$ cat config.mk
export PLATFORM = sky130hd
export DESIGN_NAME = instr_fetch_unit
export DESIGN_NICKNAME = d
export VERILOG_FILES = /design/src/rtl/cpu_pkg.sv /design/src/rtl/fetch_queue.sv /design/src/rtl/instr_fetch_unit.sv
export SDC_FILE = /design/constraint.sdc
export NUM_CORES = 1
export LEC_CHECK = 0
export CAP_MARGIN = 40
export CORE_MARGIN = 2
export CORE_UTILIZATION = 61
export CTS_BUF_LIST = sky130_fd_sc_hd__clkbuf_4 sky130_fd_sc_hd__clkbuf_8
export CTS_CLUSTER_SIZE = 40
export DETAILED_ROUTE_END_ITERATION = 6
export HOLD_SLACK_MARGIN = 0.15
export PLACE_DENSITY = 0.88
export SLEW_MARGIN = 20
export SYNTH_ARGS = -nofsm -noshare
export SYNTH_HDL_FRONTEND = slang
export SYNTH_HIERARCHICAL = 1
export SYNTH_SLANG_ARGS = --single-unit
export TNS_END_PERCENT = 5
$ cat constraint.sdc
create_clock -name clk -period 6.3 [get_ports clk]
set_clock_uncertainty 0.05 [all_clocks]
set_input_delay 1.26 -clock clk [delete_from_list [all_inputs] [get_ports clk]]
set_output_delay 1.26 -clock clk [all_outputs]
set_load 0.01 [all_outputs]
$ cat src/rtl/cpu_pkg.sv
// cpu_pkg: shared constants and the fetch-queue entry type for the CPU front end.
package cpu_pkg;
   localparam int          INSTR_MEM_SIZE = 128;
   localparam int          WORD_BYTES     = 4;
   localparam logic [31:0] RESET_PC       = 32'h0000_0000;

   typedef struct packed {
      logic [31:0] pc;
      logic [31:0] instr;
   } fetch_entry_t;
endpackage

$ cat src/rtl/fetch_queue.sv
// fetch_queue: synchronous FIFO of fetch entries with flush.
// Ports: clk, rst_n (async active-low); push/din write an entry, pop retires the
// head, flush empties the queue; head is the oldest entry (zero when empty),
// count is the occupancy and valid flags a non-empty queue.
module fetch_queue
   import cpu_pkg::*;
#(
   parameter int DEPTH = 4,
   localparam int AW = $clog2(DEPTH),
   localparam int CW = AW + 1
) (
   input  logic         clk,
   input  logic         rst_n,
   input  logic         push,
   input  logic         pop,
   input  logic         flush,
   input  fetch_entry_t din,
   output fetch_entry_t head,
   output logic [CW-1:0] count,
   output logic         valid
);
   fetch_entry_t  mem [DEPTH];
   logic [AW-1:0] rd_ptr, wr_ptr;

   assign valid = count != '0;
   // Head reads as zero when empty so stale entries never leak after a flush.
   assign head  = valid ? mem[rd_ptr] : '0;

   always_ff @(posedge clk or negedge rst_n) begin
      if (!rst_n) begin
         rd_ptr <= '0;
         wr_ptr <= '0;
         count  <= '0;
      end else if (flush) begin
         rd_ptr <= '0;
         wr_ptr <= '0;
         count  <= '0;
      end else begin
         if (push) wr_ptr <= wr_ptr + AW'(1);
         if (pop)  rd_ptr <= rd_ptr + AW'(1);
         count <= count + CW'(push) - CW'(pop);
      end
   end

   always_ff @(posedge clk)
      if (push && !flush) mem[wr_ptr] <= din;
endmodule

$ cat src/rtl/instr_fetch_unit.sv
// instr_fetch_unit: PC register, instruction fetch into a prefetch queue, redirect and fault handling.
// Ports: clk, rst_n (async active-low); Instr_Addr/Instruction form the combinational
// instruction-memory read; redirect_valid/redirect_pc steer the PC and flush the queue;
// out_valid/out_ready/out_instr/out_pc hand entries to decode; fault is the sticky fetch fault.
module instr_fetch_unit
   import cpu_pkg::*;
#(
   parameter int          INSTR_MEM_SIZE = cpu_pkg::INSTR_MEM_SIZE,
   parameter int          QDEPTH         = 4,
   parameter logic [31:0] RESET_PC       = cpu_pkg::RESET_PC
) (
   input  logic        clk,
   input  logic        rst_n,
   output logic [31:0] Instr_Addr,
   input  logic [31:0] Instruction,
   input  logic        redirect_valid,
   input  logic [31:0] redirect_pc,
   output logic        out_valid,
   input  logic        out_ready,
   output logic [31:0] out_instr,
   output logic [31:0] out_pc,
   output logic        fault
);
   localparam int          CW      = $clog2(QDEPTH) + 1;
   localparam logic [31:0] LAST_PC = 32'(INSTR_MEM_SIZE - WORD_BYTES);

   logic [31:0]   pc;
   logic [CW-1:0] count;
   logic          pop, fetch_en, push, bad_target;
   fetch_entry_t  head;

   assign Instr_Addr = pc;
   assign pop        = out_valid && out_ready;
   assign fetch_en   = !fault && !redirect_valid && (count < CW'(QDEPTH) || pop);
   // The range check also catches pc+4 wrapping past 2^32.
   assign push       = fetch_en && pc <= LAST_PC;
   assign bad_target = |redirect_pc[1:0] || redirect_pc > LAST_PC;
   assign out_instr  = head.instr;
   assign out_pc     = head.pc;

   fetch_queue #(.DEPTH(QDEPTH)) u_queue (
      .clk   (clk),
      .rst_n (rst_n),
      .push  (push),
      .pop   (pop),
      .flush (redirect_valid),
      .din   ('{pc: pc, instr: Instruction}),
      .head  (head),
      .count (count),
      .valid (out_valid)
   );

   always_ff @(posedge clk or negedge rst_n) begin
      if (!rst_n) begin
         pc    <= RESET_PC;
         fault <= 1'b0;
      end else begin
         pc    <= redirect_valid ? redirect_pc : push ? pc + 32'd4 : pc;
         fault <= redirect_valid ? bad_target : (fetch_en && !push) ? 1'b1 : fault;
      end
   end
endmodule

# Word level (Yosys, flattened, before mapping)
# Memory sizes are Yosys's and may differ from the RTL's.
# Index checks and enable logic that the tools add are counted.
dict set report classes {
  addsub 5
  n_lt_le_gt_ge 3
  muxes 12
  reduce_logical 16
}
# op n
set op_table {}
lappend op_table {{$mux W32} 2}
lappend op_table {{$mux W64} 1}
lappend op_table {{$add A32 B3 Y32 const B} 1}
lappend op_table {{$gt A32 B7 Y1 const B} 1}
lappend op_table {{$le A32 B7 Y1 const B} 1}
lappend op_table {{$mux W2} 4}
lappend op_table {{$logic_and A1 B1 Y1} 6}
lappend op_table {{$reduce_bool A2 Y1} 3}
lappend op_table {{$add A2 B1 Y2 const B} 2}
lappend op_table {{$mux W1} 4}
lappend op_table {{$add A3 B1 Y3} 1}
lappend op_table {{$logic_not A1 Y1} 3}
lappend op_table {{$lt A3 B3 Y1 const B} 1}
lappend op_table {{$mux W3} 1}
lappend op_table {{$reduce_bool A3 Y1} 1}
lappend op_table {{$sub A3 B1 Y3} 1}
lappend op_table {{$logic_or A1 B1 Y1} 2}
lappend op_table {{$reduce_or A2 Y1} 1}
dict set report totals {
  ff_bits 40
  ramBits 256
  in_bits 68
  out_inout_bits 98
  word_cells 42
  mem_count 1
}
# memory words width read_ports rd_clocked_by_memory_dff wr line
set memory_table {}
lappend memory_table {u_queue.mem 4 64 1 0 1 fetch_queue.sv:22} ;# fetch_entry_t mem [DEPTH];

# Depth between registers and ports, before layout
# Gate-level depths: netlist (run 1).
dict set report depth {
  ltp_word 9
  mapped_depth 15
  mapped_depth_nobuf 14
}

# By module
# The synthesis (run 1) kept the hierarchy.
# mod instances cells_each area_per_inst_um2 seq_area_each_um2
set modules_own_cells {}
lappend modules_own_cells {fetch_queue 1 444 10121.0 7862.5}
lappend modules_own_cells {instr_fetch_unit 1 117 1522.7 825.8}

# Worst setup path after synthesis (run 1)
# OpenSTA, ideal clock, no wires.
dict set report synth_timing {
  path_kind {in2reg}
  startpoint {input out_ready}
  endpoint {memory u_queue/mem[0][0] (netlist bit) (enable)}
  setup_ns 0.429
  t_arrival_ns 3.885
  t_required_ns 5.821
  slack_ns 1.936
  stages 7
  n_path_buf 0
  cell_sequence {a21boi_1 nor2_1 nor4b_4 nand2_2 nor2_1 nor2b_1 and2_1}
}
dict set report synth_between {
  elab_chain_cells 7
}
# item line
set synth_lines {}
lappend synth_lines {{start: declaration} instr_fetch_unit.sv:19} ;# input logic out_ready,
lappend synth_lines {{$logic_and A1 B1 Y1} instr_fetch_unit.sv:33} ;# assign pop = out_valid && out_ready;
lappend synth_lines {{$logic_or A1 B1 Y1} instr_fetch_unit.sv:34} ;# assign fetch_en = !fault && !redirect_valid && (count < CW'(QDEPTH) || pop);
lappend synth_lines {{$logic_and A1 B1 Y1} instr_fetch_unit.sv:34}
lappend synth_lines {{$logic_and A1 B1 Y1} instr_fetch_unit.sv:36} ;# assign push = fetch_en && pc <= LAST_PC;
lappend synth_lines {{via push} instr_fetch_unit.sv:29} ;# logic pop, fetch_en, push, bad_target;
lappend synth_lines {{$logic_and A1 B1 Y1} fetch_queue.sv:46} ;# if (push && !flush) mem[wr_ptr] <= din;
lappend synth_lines {{$mux W1} fetch_queue.sv:46}
lappend synth_lines {{$mux W1 (implied by the code)} fetch_queue.sv:46}
lappend synth_lines {{end: declaration} fetch_queue.sv:22}
# The timed path passes the listed nets, and every way through them passes these cells.

# Worst setup path after layout (run 1)
dict set report layout_timing {
  startpoint {register u_queue.rd_ptr[0]}
  endpoint {output out_pc[7]}
}
dict set report layout_between {
  elab_chain_cells 2
}
# item line
set layout_lines {}
lappend layout_lines {{start: declaration} fetch_queue.sv:23} ;# logic [AW-1:0] rd_ptr, wr_ptr;
lappend layout_lines {{start signal: assignment} fetch_queue.sv:40} ;# if (pop) rd_ptr <= rd_ptr + AW'(1);
lappend layout_lines {{$mem_v2 Z4 W64} --}
lappend layout_lines {{$mux W64} fetch_queue.sv:27} ;# assign head = valid ? mem[rd_ptr] : '0;
lappend layout_lines {{end: declaration} instr_fetch_unit.sv:21} ;# output logic [31:0] out_pc,
# Every way passes these cells.

==> results.py, run 1 <==
metrics = {
    "run_status": {
        "outcome": "completed",
    },
    "setup_path": {
        "rr_endpoint": "u_queue/mem[0][15]$_DFFE_PP_",
        "cp_slowest_cell": "dfrtp_4",
        "cp_max_fo": 30,
        "startpoint_type": "flip-flop",
        "worstPathRequired_ns": 4.99,
        "rr_worst_depth": 8,
        "cp.arrival_ns": 3.23,
        "cp_cell_sequence": "buf_16 > buf_4 > mux4_2 > and2_1 > clkdlybuf4s50_1",
        "path_depth": 5,
        "max_stage_delay_ns": 0.74,
        "rrSetupSlack_ns": 2.48,
        "crit_type": "reg2out",
        "endpoint": "out_pc[7]",
        "end_kind": "output port",
        "crit_buf_inv": 3,
        "path_delay_family": "buffers and inverters",
        "timing.rr.start": "Instr_Addr[28]$_DFFE_PN0P_",
        "crit_start": "u_queue/rd_ptr[0]$_DFFE_PN0P_",
    },
    "sta": {
        "hold_violations": 0,
        "worst_pin_slew_ns": 0.639,
        "layout_setup_ws_ns": 1.76,
        "slew-limit-headroom_pct": 57.4,
        "final_max_slew_viol_count": 0,
        "rsz0062_at_grt": "false",
        "fin_crit_ns": 4.54,
        "fin_crit_sh_pct": 72.1,
        "setup_tns_ns": 0,
        "fmax_ghz": 0.220,
        "setup_viol": 0,
    },
    "placement": {
        "routabilityCongestion": 0.834,
        "place_ws_ns": 1.96,
        "io_buffers": 165,
        "dpl_cell_area_um2": 13600,
        "dpl.hpwl_mm": 15.2,
    },
    "yosys": {
        "syn_area_um2": 11600,
        "synth_edf_count": 256,
        "ys_types": 45,
        "ys_top_cells_by_area": "edfxtp_1 (66%), mux4_2 (12%), dfrtp_1 (8.6%), and2_1 (3.7%), mux2_1 (2.5%)",
        "synth_common_cells": "edfxtp_1 (256), and2_1 (69), mux4_2 (64), dfrtp_1 (40), mux2_1 (26)",
        "synth_seq_cells": 296,
        "async_flop_share_pct": 13.5,
        "synth_top_area_share_pct": 66.0,
        "synth_warnings": 6,
        "synth_nets": 637,
        "synth_top_area_cell": "edfxtp_1",
        "syn_inst": 561,
        "post-synth-top-count-cell": "edfxtp_1",
        "synth.avg_cell_area_um2": 20.8,
        "ys_seq_area_share_pct": 74.6,
        "synth-main-ff-cell": "edfxtp_1",
    },
    "die": {
        "initial_core_util_pct": 62.2,
        "die_y_um": 142,
        "die_x_um": 142,
        "core_area_um2": 18700,
        "die_area_um2": 20200,
        "io_pins": 166,
        "placementRows": 50,
    },
    "power_and_ir_drop": {
        "p_total_mw": 3.95,
        "power_density_nw_per_um2": 271,
        "leakagePower_nw": 4.86,
        "peakVddDrop_mv": 0.179,
    },
    "clock_tree": {
        "cts_made_buffers": 46,
        "cts.reportedPaths.clkPinSlew_ns": 0.07,
        "post_cts_buffers": 0,
        "cts_resized": 0,
        "ctsHtreeMaxLevel": 2,
        "cts_tree": "done",
        "ctsHoldBuffers": 0,
        "cts_buffer_depth": 3,
        "clock_latency_ns": 0.58,
        "cts_sinks": 296,
        "cts.root.buffer_cell": "clkbuf_8",
    },
    "drt": {
        "routed_wl_mm": 24.6,
        "wl_per_cell_um": 23.9,
        "drc": 0,
        "drtPass1Iterations": 6,
        "routed_via_density": 6.02,
        "num_vias": 6196,
        "drt_iter0_drc": 608,
        "drtAntennaViolNets": 0,
    },
    "hold_path": {
        "hp-class": "reg2reg",
    },
    "layout": {
        "syn2layout_area_growth_pct": 25.0,
        "nNetsFinal": 833,
        "antennaDiodeCount": 0,
        "final_util_pct": 77.8,
        "drive_gt1_share_pct": 21.0,
        "finalInstanceArea_um2": 14600,
    },
    "grt": {
        "grtUsageMet1_pct": 35.9,
        "antenna_found_initial": 0,
        "grt_util_met2_pct": 39.2,
        "grt_pass1_vias": 6505,
        "grt-busiest-layer": "met2",
        "use_met3_pct": 5.96,
        "grt-ovfl-total": 0,
        "grt_pass1_wl_mm": 37.7,
        "grt_max_degree": 53,
        "grt_usage_pct": 25.1,
    },
    "flow_run": {
        "drv_cap": 0,
    },
}
-- placed cells by master, fill, tap and decap left out, types with 2 or more instances in the layout --
cell type	netlist	layout
a41o_1	2	2
and2_4	0	4
buf_16	0	7
xnor2_1	2	2
clkbuf_8	0	47
o21ai_1	2	2
clkinvlp_4	0	2
and3_1	4	4
dfrtp_1	40	38
nand4_1	2	2
nand2_1	3	3
clkdlybuf4s50_1	0	163
nor4_2	3	3
buf_2	5	2
clkinv_2	0	5
nor2b_1	4	4
a21oi_1	5	5
edfxtp_1	256	256
nor4_1	8	8
buf_4	3	2
clkinv_1	0	9
inv_1	6	6
mux4_2	64	64
a221o_1	2	2
ha_1	7	7
mux2_1	26	26
and2_1	69	65
clkbuf_4	0	20
nor2_1	9	9
-- metal layers --
layer / up-vias / share of wire [%]
met4: 0 / 2.3
met1: 3153 / 41
met5: - / 0
met3: 53 / 8.2
li1: 2660 / -
met2: 330 / 49
-- worst min-delay path by stage --
stage                             startpoint                             to  cells after the start
2_1_floorplan  u_queue/wr_ptr[1]$_DFFE_PN0P_  u_queue/wr_ptr[1]$_DFFE_PN0P_                      2
3_3_place_gp   u_queue/wr_ptr[1]$_DFFE_PN0P_  u_queue/wr_ptr[1]$_DFFE_PN0P_                      2
3_5_place_dp      Instr_Addr[20]$_DFFE_PN0P_   u_queue/mem[1][52]$_DFFE_PP_                      0
4_1_cts           Instr_Addr[19]$_DFFE_PN0P_   u_queue/mem[1][51]$_DFFE_PP_                      0
5_1_grt           Instr_Addr[19]$_DFFE_PN0P_   u_queue/mem[1][51]$_DFFE_PP_                      0
6_report          Instr_Addr[19]$_DFFE_PN0P_   u_queue/mem[1][51]$_DFFE_PP_                      0
-- power by group --
part / internal, mW / total, mW / switching (mW) / leakage [nW]
combinational: 0.0900 / 0.149 / 0.0594 / 1.59
clock: 0.859 / 1.59 / 0.726 / 0.487
sequential: 2.16 / 2.21 / 0.0512 / 2.78
total: 3.11 / 3.95 / 0.837 / 4.86
-- kinds of logic (layout without fill, tap and decap cells) --
group,Yosys count,count (layout),synth area share (%)
simple gates,111,111,6.06
compound gates,19,19,1.28
flops,296,296,74.6
buf+inv,33,267,1.79
mux,91,91,15.0
xor+xnor,3,3,0.344
fa+ha+maj,8,8,0.924
-- state kept, by name, indices dropped and copies added (netlist names) --
name            count
Instr_Addr         32
fault               1
u_queue/count       3
u_queue/mem       256
u_queue/rd_ptr      2
u_queue/wr_ptr      2
-- cell type report --
type	count	area, um^2
multi-input combinational	232	2760
clock buffer	67	797
timing repair buffer	175	1870
fill	937	4150
tap	234	293
inverter	6	22.5
clock inverter	19	121
sequential	296	8690
-- through the flow --
| step | cells | hold slack, ns |
|---|---|---|
| 6_report | 1029 | 0.532 |
| 5_1_grt | 1029 | 0.578 |
| 4_1_cts | 1029 | 0.542 |
| 3_5_place_dp | 943 | 0.539 |
| 3_3_place_gp | 935 | 0.504 |
| 2_1_floorplan | 561 | 0.488 |
-- worst reg2reg max path: stages, from the launching register on --
cell and delay, ns:
dfrtp_1 0.47, nor4_2 0.42, nand4_1 0.26, nor4b_4 0.60, nand2_2 0.13, nor2_1 0.37
nor2b_1 0.38, and2_4 0.46, buf_16 0.31
(Power assumes the default switching activity.)
==> run 2: changes to the inputs <==
--- a/config.mk
+++ b/config.mk
@@ -7,12 +7,12 @@
 export LEC_CHECK = 0
 export CAP_MARGIN = 40
 export CORE_MARGIN = 2
-export CORE_UTILIZATION = 61
+export CORE_UTILIZATION = 56
 export CTS_BUF_LIST = sky130_fd_sc_hd__clkbuf_4 sky130_fd_sc_hd__clkbuf_8
 export CTS_CLUSTER_SIZE = 40
 export DETAILED_ROUTE_END_ITERATION = 6
 export HOLD_SLACK_MARGIN = 0.15
-export PLACE_DENSITY = 0.88
+export PLACE_DENSITY = 0.82
 export SLEW_MARGIN = 20
 export SYNTH_ARGS = -nofsm -noshare
 export SYNTH_HDL_FRONTEND = slang
==> constraint.sdc (replaced) <==
create_clock -name clk -period 4.6 [get_ports clk]
set_clock_uncertainty 0.05 [all_clocks]
set_input_delay 0.92 -clock clk [delete_from_list [all_inputs] [get_ports clk]]
set_output_delay 0.92 -clock clk [all_outputs]
set_load 0.01 [all_outputs]
==> results.py, run 2 (synthesis results as in run 1) <==
metrics = {
    "setup_path": {
        "startpoint_type": "flip-flop",
        "end_kind": "output port",
        "rrSetupSlack_ns": 1.02,
        "rr_worst_depth": 8,
        "cp.arrival_ns": 2.93,
        "cp_max_fo": 33,
        "path_depth": 4,
        "max_stage_delay_ns": 0.72,
        "rr_endpoint": "u_queue/mem[0][17]$_DFFE_PP_",
        "cp_slowest_cell": "dfrtp_4",
        "crit_type": "reg2out",
        "timing.rr.start": "Instr_Addr[11]$_DFFE_PN0P_",
        "worstPathRequired_ns": 3.63,
        "cp_cell_sequence": "buf_12 > mux4_2 > and2_1 > clkdlybuf4s50_1",
        "crit_start": "u_queue/rd_ptr[0]$_DFFE_PN0P_",
        "crit_buf_inv": 2,
        "path_delay_family": "buffers and inverters",
    },
    "run_status": {
        "outcome": "completed",
    },
    "clock_tree": {
        "cts_resized": 0,
        "cts_buffer_depth": 3,
        "clock_latency_ns": 0.54,
        "cts.reportedPaths.clkPinSlew_ns": 0.06,
        "cts_sinks": 296,
        "cts_tree": "done",
        "ctsHtreeMaxLevel": 2,
        "cts.root.buffer_cell": "clkbuf_8",
        "post_cts_buffers": 0,
        "ctsHoldBuffers": 0,
        "cts_made_buffers": 46,
    },
    "layout": {
        "final_common_cell": "edfxtp_1",
        "nNetsFinal": 838,
        "antennaDiodeCount": 0,
        "drive_gt1_share_pct": 21.2,
        "syn2layout_area_growth_pct": 25.1,
        "largest_reg_flops": 256,
        "final_cell_count_no_fill": 1066,
        "regMostFlops": "u_queue/mem",
        "finalInstanceArea_um2": 14600,
        "final_util_pct": 71.7,
        "layout_common_cells": "edfxtp_1 (256), clkdlybuf4s50_1 (163), and2_1 (65), mux4_2 (64), clkbuf_8 (49)",
    },
    "grt": {
        "grt_usage_pct": 21.8,
        "grt-ovfl-total": 0,
        "grt_pass1_wl_mm": 36.2,
        "grt_pass1_vias": 6339,
        "antenna_found_initial": 0,
        "grt_max_degree": 66,
    },
    "die": {
        "initial_core_util_pct": 57.4,
        "placementRows": 52,
        "io_pins": 166,
        "die_area_um2": 22000,
        "core_area_um2": 20300,
        "die_y_um": 148,
        "die_x_um": 148,
    },
    "sta": {
        "layout_setup_ws_ns": 0.701,
        "fmax_ghz": 0.256,
        "setup_tns_ns": 0,
        "fin_crit_sh_pct": 84.8,
        "hold_violations": 0,
        "worst_pin_slew_ns": 0.573,
        "final_max_slew_viol_count": 0,
        "whs_ns": 0.270,
        "setup_viol": 0,
        "slew-limit-headroom_pct": 61.8,
        "fin_crit_ns": 3.90,
        "rsz0062_at_grt": "false",
    },
    "placement": {
        "routabilityCongestion": 0.790,
        "dpl_cell_area_um2": 13700,
        "post-place-cells": 984,
        "dpl.hpwl_mm": 14.9,
        "place_ws_ns": 0.609,
        "io_buffers": 165,
    },
    "flow_run": {
        "drv_cap": 0,
    },
    "drt": {
        "num_vias": 6075,
        "drc": 0,
        "routed_wl_mm": 23.3,
        "drt_iter0_drc": 504,
        "wl_per_cell_um": 21.9,
        "routed_via_density": 5.70,
        "drtPass1Iterations": 5,
        "drtAntennaViolNets": 0,
    },
    "power_and_ir_drop": {
        "power_density_nw_per_um2": 368,
        "p_total_mw": 5.35,
        "leakagePower_nw": 4.86,
        "peakVddDrop_mv": 0.209,
    },
    "hold_path": {
        "hp-class": "in2async",
    },
}
## run 2: changes by cell type in the layout (fill, tap and decap cells not counted), sizes merged
cell and delta:
inv -1, clkinvlp -1, buf +5, clkinv -2
## run 2: how the worst max path moves through the flow
stage                                   end  slack, ns
3_5_place_dp   u_queue/mem[0][18]$_DFFE_PP_       0.61
2_1_floorplan   u_queue/mem[0][0]$_DFFE_PP_       0.58
3_3_place_gp   u_queue/mem[3][28]$_DFFE_PP_       0.77
4_1_cts                          out_pc[24]       0.65
6_report                         out_pc[24]       0.70
5_1_grt                          out_pc[24]       0.54
## run 2: where the power goes
part           internal [mW]  switching (mW)  leakage [nW]  total [mW]
clock                   1.18           0.936         0.481        2.12
sequential              2.96          0.0688          2.78        3.03
combinational          0.121          0.0817          1.59       0.203
total                   4.27            1.09          4.86        5.35
## run 2: routing by layer
layer | track usage, % | share of wire [%] | routed length [um]
met1 | 31.5 | 43 | 9940
met2 | 34.0 | 48 | 11200
met3 | 5.86 | 8.1 | 1900
met4 | 5.14 | 1.4 | 322
met5 | 0 | 0 | 0
## run 2: final cells by class
class	count	area (um^2)
Sequential cell	296	8690
Tap cell	270	338
Inverter	6	22.5
Clock inverter	15	92.6
Clock buffer	67	810
Multi-Input combinational cell	232	2760
Timing Repair Buffer	180	1850
Fill cell	1226	5740
==> run 3: changes to the inputs <==
--- a/config.mk
+++ b/config.mk
@@ -7,12 +7,12 @@
 export LEC_CHECK = 0
 export CAP_MARGIN = 40
 export CORE_MARGIN = 2
-export CORE_UTILIZATION = 56
+export CORE_UTILIZATION = 51
 export CTS_BUF_LIST = sky130_fd_sc_hd__clkbuf_4 sky130_fd_sc_hd__clkbuf_8
 export CTS_CLUSTER_SIZE = 40
 export DETAILED_ROUTE_END_ITERATION = 6
 export HOLD_SLACK_MARGIN = 0.15
-export PLACE_DENSITY = 0.82
+export PLACE_DENSITY = 0.78
 export SLEW_MARGIN = 20
 export SYNTH_ARGS = -nofsm -noshare
 export SYNTH_HDL_FRONTEND = slang
==> constraint.sdc (replaced) <==
create_clock -name clk -period 3.3 [get_ports clk]
set_clock_uncertainty 0.05 [all_clocks]
set_input_delay 0.66 -clock clk [delete_from_list [all_inputs] [get_ports clk]]
set_output_delay 0.66 -clock clk [all_outputs]
set_load 0.01 [all_outputs]
==> results.py, run 3 (synthesis results as in run 1) <==
metrics = {
    "drt": {
        "drtPass1Iterations": 5,
        "wl_met1_mm": 10.3,
        "wl_per_cell_um": 22.3,
        "drtAntennaViolNets": 0,
        "num_vias": 6159,
        "routed_via_density": 5.60,
        "wl_met2_mm": 11.8,
        "drc": 0,
        "routed_wl_mm": 24.5,
        "drt_iter0_drc": 431,
        "highest_layer": "met4",
        "met3WireLength_mm": 1.81,
    },
    "clock_tree": {
        "cts_made_buffers": 45,
        "cts.reportedPaths.clkPinSlew_ns": 0.06,
        "cts.root.buffer_cell": "clkbuf_8",
        "cts_tree": "done",
        "clock_latency_ns": 0.54,
        "ctsHtreeMaxLevel": 2,
        "cts_sinks": 296,
        "cts_buffer_depth": 3,
    },
    "power_and_ir_drop": {
        "p_total_mw": 7.62,
        "leakagePower_nw": 5.03,
        "power_density_nw_per_um2": 513,
        "peakVddDrop_mv": 0.366,
    },
    "layout": {
        "final_common_cell": "edfxtp_1",
        "drive_gt1_share_pct": 22.9,
        "nNetsFinal": 855,
        "fill_cells": 1462,
        "regMostFlops": "u_queue/mem",
        "antennaDiodeCount": 0,
        "layout_common_cells": "edfxtp_1 (256), clkdlybuf4s50_1 (154), and2_1 (65), mux4_2 (64), clkbuf_8 (49)",
        "finalInstanceArea_um2": 14900,
        "syn2layout_area_growth_pct": 27.6,
        "largest_reg_flops": 256,
    },
    "die": {
        "initial_core_util_pct": 51.7,
        "io_pins": 166,
        "core_area_um2": 22500,
        "die_area_um2": 24100,
        "die_x_um": 155,
        "die_y_um": 155,
        "placementRows": 55,
    },
    "sta": {
        "worst_pin_slew_ns": 0.595,
        "whs_ns": 0.539,
        "final_max_slew_viol_count": 0,
        "fin_crit_ns": 3.21,
        "slew-limit-headroom_pct": 60.3,
        "fmax_ghz": 0.311,
        "fin_crit_sh_pct": 97.3,
        "layout_setup_ws_ns": 0.0876,
        "hold_violations": 0,
        "setup_tns_ns": 0,
        "rsz0062_at_grt": "true",
        "setup_viol": 0,
    },
    "setup_path": {
        "end_kind": "output port",
        "cp.arrival_ns": 2.50,
        "cp_max_fo": 13,
        "crit_type": "reg2out",
        "startpoint_type": "flip-flop",
        "worstPathRequired_ns": 2.59,
    },
    "placement": {
        "dpl.hpwl_mm": 15.6,
        "place_ws_ns": 0.0664,
        "io_buffers": 165,
        "dpl_cell_area_um2": 13800,
        "routabilityCongestion": 0.801,
    },
    "grt": {
        "antenna_found_initial": 0,
        "grt-ovfl-total": 0,
        "grt_pass1_wl_mm": 37.3,
        "grt_max_degree": 54,
        "grt_usage_pct": 20.5,
        "grt_pass1_vias": 6659,
    },
    "run_status": {
        "outcome": "completed",
    },
    "flow_run": {
        "drv_cap": 0,
    },
    "hold_path": {
        "hp-class": "reg2reg",
    },
}
-- run 3: cell count changes in the layout (fill, tap and decap cells not counted), sizes merged --
cell,delta
bufinv,+2
inv,+2
clkbuf,-3
buf,+16
dlygate4sd3,+1
clkdlybuf4s50,-9
dlygate4sd2,+9
-- run 3: repair_timing --
item,4_1_cts,5_1_grt
endpoints found under the hold margin,16,0
setup buffers,0,2
cloned,0,1
hold buffers,1,0
resized for setup,12,2
endpoints found under the setup margin,64,50
-- run 3: path summary, 6_finish.rpt --
path | end | slack, ns | from | cells after the start
worst min register to register | u_queue/mem[2][52]$_DFFE_PP_ | 0.54 | Instr_Addr[20]$_DFFE_PN0P_ | 0
worst max register to register | u_queue/count[2]$_DFF_PN0_ | 0.23 | Instr_Addr[11]$_DFFE_PN0P_ | 13
max in group asynchronous | Instr_Addr[14]$_DFFE_PN0P_ | 2.16 | rst_n | 3
worst max-delay path | out_pc[23] | 0.09 | u_queue/rd_ptr[0]$_DFFE_PN0P_ | 4
worst min-delay path | u_queue/mem[2][52]$_DFFE_PP_ | 0.54 | Instr_Addr[20]$_DFFE_PN0P_ | 0
min in group asynchronous | Instr_Addr[6]$_DFFE_PN0P_ | 0.55 | rst_n | 2
-- run 3: where the power goes --
group	switching (mW)	internal, mW	total, mW
registers	0.0702	4.13	4.20
clock network	1.33	1.77	3.10
logic	0.139	0.182	0.322
total	1.54	6.08	7.62
-- run 3: layer usage --
metal,global-route usage [%],vias to the layer above
met5,0,-
met4,6.17,0
met3,4.96,36
met2,32.6,270
met1,28.5,3153
li1,-,2700
-- run 3: through the flow --
step	std cells	utilization [%]
global placement	1012	61.4
finish	1099	66.0
floorplan	561	-
global route	1099	66.0
detailed placement	1013	61.5
CTS	1096	65.8
-- run 3: layout make-up --
class	count	area (um^2)	area share, %
clock buffers	63	779	5.25
repair buffers	198	2070	13.9
inverters	6	22.5	0.152
clock inverters	19	170	1.15
multi-input cells	232	2760	18.6
well taps	285	357	2.40
flip-flops and latches	296	8700	58.5
-- run 3: worst max-delay path: stages, from the launching register on --
cell,delay [ns]
dfrtp_4,0.51
buf_6,0.23
mux4_2,0.55
and2_1,0.19
clkdlybuf4s50_1,0.48
==> patch 1: new RTL, flow settings as in run 1 <==
Change the parameter `QDEPTH` from 4 to 8.
--- a/src/rtl/instr_fetch_unit.sv
+++ b/src/rtl/instr_fetch_unit.sv
@@ -6,7 +6,7 @@
    import cpu_pkg::*;
 #(
    parameter int          INSTR_MEM_SIZE = cpu_pkg::INSTR_MEM_SIZE,
-   parameter int          QDEPTH         = 4,
+   parameter int          QDEPTH         = 8,
    parameter logic [31:0] RESET_PC       = cpu_pkg::RESET_PC
 ) (
    input  logic        clk,
Formal check against the unedited RTL: no difference found for any inputs over 4 cycles, from zero or initial values and one cycle with rst_n low; that may be too few to reach the edited logic, so the function may still have changed.
==> patch 1 against run 1 <==
  * Register-to-register slack worse by 0.40 ns
  * Non-clock buffer count up 13
  * Synthesized cell count up 65%
  * Cell area up 73%
  * Maximum frequency down 8.3%
  * Worst setup slack worse by 0.41 ns
  * Total power up 140%
  * Area after synthesis up 83%
  * Via count up 72%
  * Global-route usage up 0.25 points
  * Sequential cell count up 259
  * Routed wire length up 82%
  * Sequential share of layout area up 5.7 points
  * Highest routed layer unchanged
==> patch 1: results (changes against run 1) <==
[logic_synthesis]
synth_edf_count=512  ; +100%
synthCells=928  ; +65%
ys.warnings.count=6  ; unchanged
yosysSeqAreaShare_pct=77.4  ; +2.8 points
ys_types=47  ; +4.4%
synthArstFlopShare_pct=7.75  ; -5.8 points
syn-num-nets=1005  ; +58%
synth_area_leaders=edfxtp_1, mux4_2, dfrtp_1, a22o_1, mux2_1
synthTopCellsByCount=edfxtp_1, mux4_2, a22o_1

[placed_design]
gp_congestion=0.747  ; -10%
dp_slack_ns=1.43  ; -0.536 ns
placed_area_um2=23600  ; +73%
dp_cells=1522  ; +61%
hpwl_mm=26.1  ; +72%

[power_and_ir_drop]
p_seq_mw=4.24  ; +92%
power_frac_comb_pct=25.3  ; +22 points
peakVddDrop_mv=0.221  ; +23%

[final_layout]
layout.nets=1230  ; +48%
final.fill_count=1798  ; +92%
drive_gt1_share_pct=24.7  ; +3.7 points
register_area_um2=16500  ; +89%
largest_reg_flops=512  ; +100%

[setup_path]
cp-startpoint=u_queue/count[2]
r2r_end=u_queue/mem[1][38]
cp-endpoint=out_pc[18]
path_max_fanout=44  ; +47%
critPathMaxStageDelay_ns=0.63  ; -0.11 ns
critPathSlowestCell=buf_4

[timing]
fin_ws_ns=1.35  ; -0.412 ns
relSlewSlack_pct=45.1  ; -12 points
hold_ws_ns=0.516  ; -0.0160 ns

[routing]
avgRoutedWirePerCell_um=26.8  ; +12%
detailroute.via_count=10700  ; +72%
first_pass_iters=7  ; +1
drt-total-wl_mm=44.9  ; +82%
drtIter0Drc=1159  ; +91%

[global_route]
gr-usage-all-layers_pct=25.4  ; +0.25 points
grt_start_max_net_pins=65  ; +23%
grt_pass1_vias=11000  ; +70%
grt_pass1_wl_mm=67.3  ; +78%

[cts]
numCtsBuffers=83  ; +80%
cts_htree_levels=3  ; +1
insertion_delay_ns=0.61  ; +0.03 ns
clkSlewWorstSetupHoldPaths_ns=0.06

[min_path]
hold_start=fault
hold_depth=1  ; +1
hold_end=fault

[run_status]
status=completed

==> patch 1: cell types whose count changed after synthesis, sizes merged, moves of 10 or more <==
cell,change
a22o,+64
buf,+18
edfxtp,+256
and2,-67
mux4,+64
nor2,+10
==> patch 1: area by class of cell <==
cell class / count / share of cell area, %
sequential: 555 / 65.4
clock buffer: 110 / 5.44
inverter: 7 / 0.104
multi-input combinational: 318 / 18.1
tap: 455 / 2.26
timing repair buffer: 188 / 7.91
clock inverter: 45 / 0.825
==> patch 1: routing by layer <==
metal	vias to the layer above	track usage, %	wire length, um
met1	5610	35.1	17700
met4	0	8.38	1010
met5	-	0	0
li1	4422	-	-
met2	572	41.6	22900
met3	71	4.86	3360
==> patch 1: cell families (layout without fill, tap and decap cells) <==
group                      Yosys count  after routing  synth area share [%]
and+or+nand+nor                     64             64                  1.81
muxes                              157            157                  15.1
buffers and inverters               55            350                  1.59
AOI/OAI and AO/OA                   83             83                  3.33
xor gates and xnor gates             5              5                 0.206
adders and majority gates            9              9                 0.565
DFF                                555            555                  77.4
==> patch 2: new RTL, flow settings as in run 1 <==
Without the edit above. Put one more register stage on the output `fault`, cleared by the reset. The value now appears one clock later. The other outputs are not delayed to match.
--- a/src/rtl/instr_fetch_unit.sv
+++ b/src/rtl/instr_fetch_unit.sv
@@ -24,6 +24,8 @@
    localparam int          CW      = $clog2(QDEPTH) + 1;
    localparam logic [31:0] LAST_PC = 32'(INSTR_MEM_SIZE - WORD_BYTES);
 
+   logic fault_s0;
+
    logic [31:0]   pc;
    logic [CW-1:0] count;
    logic          pop, fetch_en, push, bad_target;
@@ -31,7 +33,7 @@
 
    assign Instr_Addr = pc;
    assign pop        = out_valid && out_ready;
-   assign fetch_en   = !fault && !redirect_valid && (count < CW'(QDEPTH) || pop);
+   assign fetch_en   = !fault_s0 && !redirect_valid && (count < CW'(QDEPTH) || pop);
    // The range check also catches pc+4 wrapping past 2^32.
    assign push       = fetch_en && pc <= LAST_PC;
    assign bad_target = |redirect_pc[1:0] || redirect_pc > LAST_PC;
@@ -53,11 +55,19 @@
    always_ff @(posedge clk or negedge rst_n) begin
       if (!rst_n) begin
          pc    <= RESET_PC;
-         fault <= 1'b0;
+         fault_s0 <= 1'b0;
       end else begin
          pc    <= redirect_valid ? redirect_pc : push ? pc + 32'd4 : pc;
-         fault <= redirect_valid ? bad_target : (fetch_en && !push) ? 1'b1 : fault;
+         fault_s0 <= redirect_valid ? bad_target : (fetch_en && !push) ? 1'b1 : fault_s0;
       end
    end
+   always_ff @(posedge clk or negedge rst_n) begin
+      if (!rst_n) begin
+         fault <= '0;
+      end else begin
+         fault <= fault_s0;
+      end
+   end
+
 endmodule
 
Formal check against the unedited RTL: not equivalent (Yosys sat finds a counterexample within 4 cycles, from zero or initial values and one cycle with rst_n low).
==> patch 2 against run 1 <==
  * Synthesized cell count is 1.4% higher
  * Routed wire length down 2.6%
  * Sequential cell count rose by 1
  * Cell area rose by 0.74%
  * Worst setup slack improved by 0.12 ns
  * Area after synthesis rose by 1.1%
  * Critical endpoint is now out_pc[31]
Power is not compared: it rests on default switching activity, and its combinational part moved more than twofold at a synthesized area within 25%.
==> patch 2: results (changes against run 1) <==
[run_status]
status=completed

[routing]
drt-total-wl_mm=24.0  ; -2.6%
drtIter0Drc=559  ; -8.1%
avgRoutedWirePerCell_um=22.7  ; -5.2%
first_pass_iters=5  ; -1

[placed_design]
dp_slack_ns=1.82  ; -0.143 ns
dp_cells=980  ; +3.9%
gp_congestion=0.815  ; -2.3%
hpwl_mm=15.1  ; -0.53%

[logic_synthesis]
synth_xor_area_share_pct=0.340  ; -0.0037 points
synthAdderAreaFrac_pct=0.914  ; -0.0098 points
yosysSeqAreaShare_pct=74.0  ; -0.58 points
syn_area_per_cell_um2=20.7  ; -0.35%
synth_area_leaders=edfxtp_1, mux4_2, dfrtp_1, and2_1, mux2_2
synth_compound_area_share_pct=1.45  ; +0.17 points
ys_types=52  ; +16%
synthArstFlopShare_pct=13.8  ; +0.29 points
synthTopCellsByCount=edfxtp_1, and2_1, mux4_2

[cts]
numCtsBuffers=45  ; -2.2%
cts_htree_levels=2  ; unchanged
insertion_delay_ns=0.55  ; -0.03 ns

[global_route]
grt_pass1_wl_mm=36.9  ; -2.1%
grt_pass1_vias=6609  ; +1.6%
grt_start_max_net_pins=67  ; +26%
gr-usage-all-layers_pct=24.5  ; -0.67 points

[setup_path]
critPathArrivalTime_ns=3.11  ; -0.12 ns
cp_top_family=buffers and inverters
path_max_fanout=37  ; +23%

[final_layout]
layout.nets=843  ; +1.2%
drive_gt1_share_pct=24.1  ; +3.1 points

[timing]
relSlewSlack_pct=58.3  ; +0.94 points

patch 2: worst paths after layout:
kind,start,cells after the start,slack [ns],to
worst max-delay path,u_queue/rd_ptr[0],5,1.88,out_pc[31]
worst min-delay path,fault_s0,0,0.45,fault
worst max register to register,Instr_Addr[2],8,2.80,u_queue/mem[3][8]
worst min register to register,fault_s0,0,0.45,fault
max in group asynchronous,rst_n,2,5.19,u_queue/rd_ptr[0]
min in group asynchronous,rst_n,1,0.54,Instr_Addr[3]
patch 2: layout make-up:
type / count / area (um2)
inverters: 8 / 30.0
fillers: 971 / 4170
well taps: 260 / 325
repair buffers: 176 / 1850
flip-flops and latches: 297 / 8720
multi-input cells: 239 / 2860
clock inverters: 10 / 71.3
clock buffers: 68 / 805
patch 2: cell families (layout without fill, tap and decap cells):
logic type,Yosys count,in the layout
flip-flops,297,297
AND/OR/NAND/NOR,114,114
multiplexers,92,92
buffers and inverters,33,262
AO/OA/AOI/OAI,22,22
adder cells (fa/ha/maj),8,8
XOR/XNOR,3,3
patch 2: per-layer routing:
metal | routed length (um) | up-vias | GRT usage (%) | share of wire, %
li1 | - | 2709 | - | -
met1 | 9560 | 3171 | 33.0 | 40
met2 | 12000 | 303 | 39.8 | 50
met3 | 1800 | 48 | 5.40 | 7.5
met4 | 595 | 0 | 9.17 | 2.5
met5 | 0 | - | 0 | 0
patch 2: report_power, final:
part | switching, mW | internal [mW] | total, mW
Clock | 0.671 | 0.852 | 1.52
Combinational | 0.590 | 0.825 | 1.41
Sequential | 0.0946 | 2.18 | 2.28
Total | 1.36 | 3.86 | 5.22
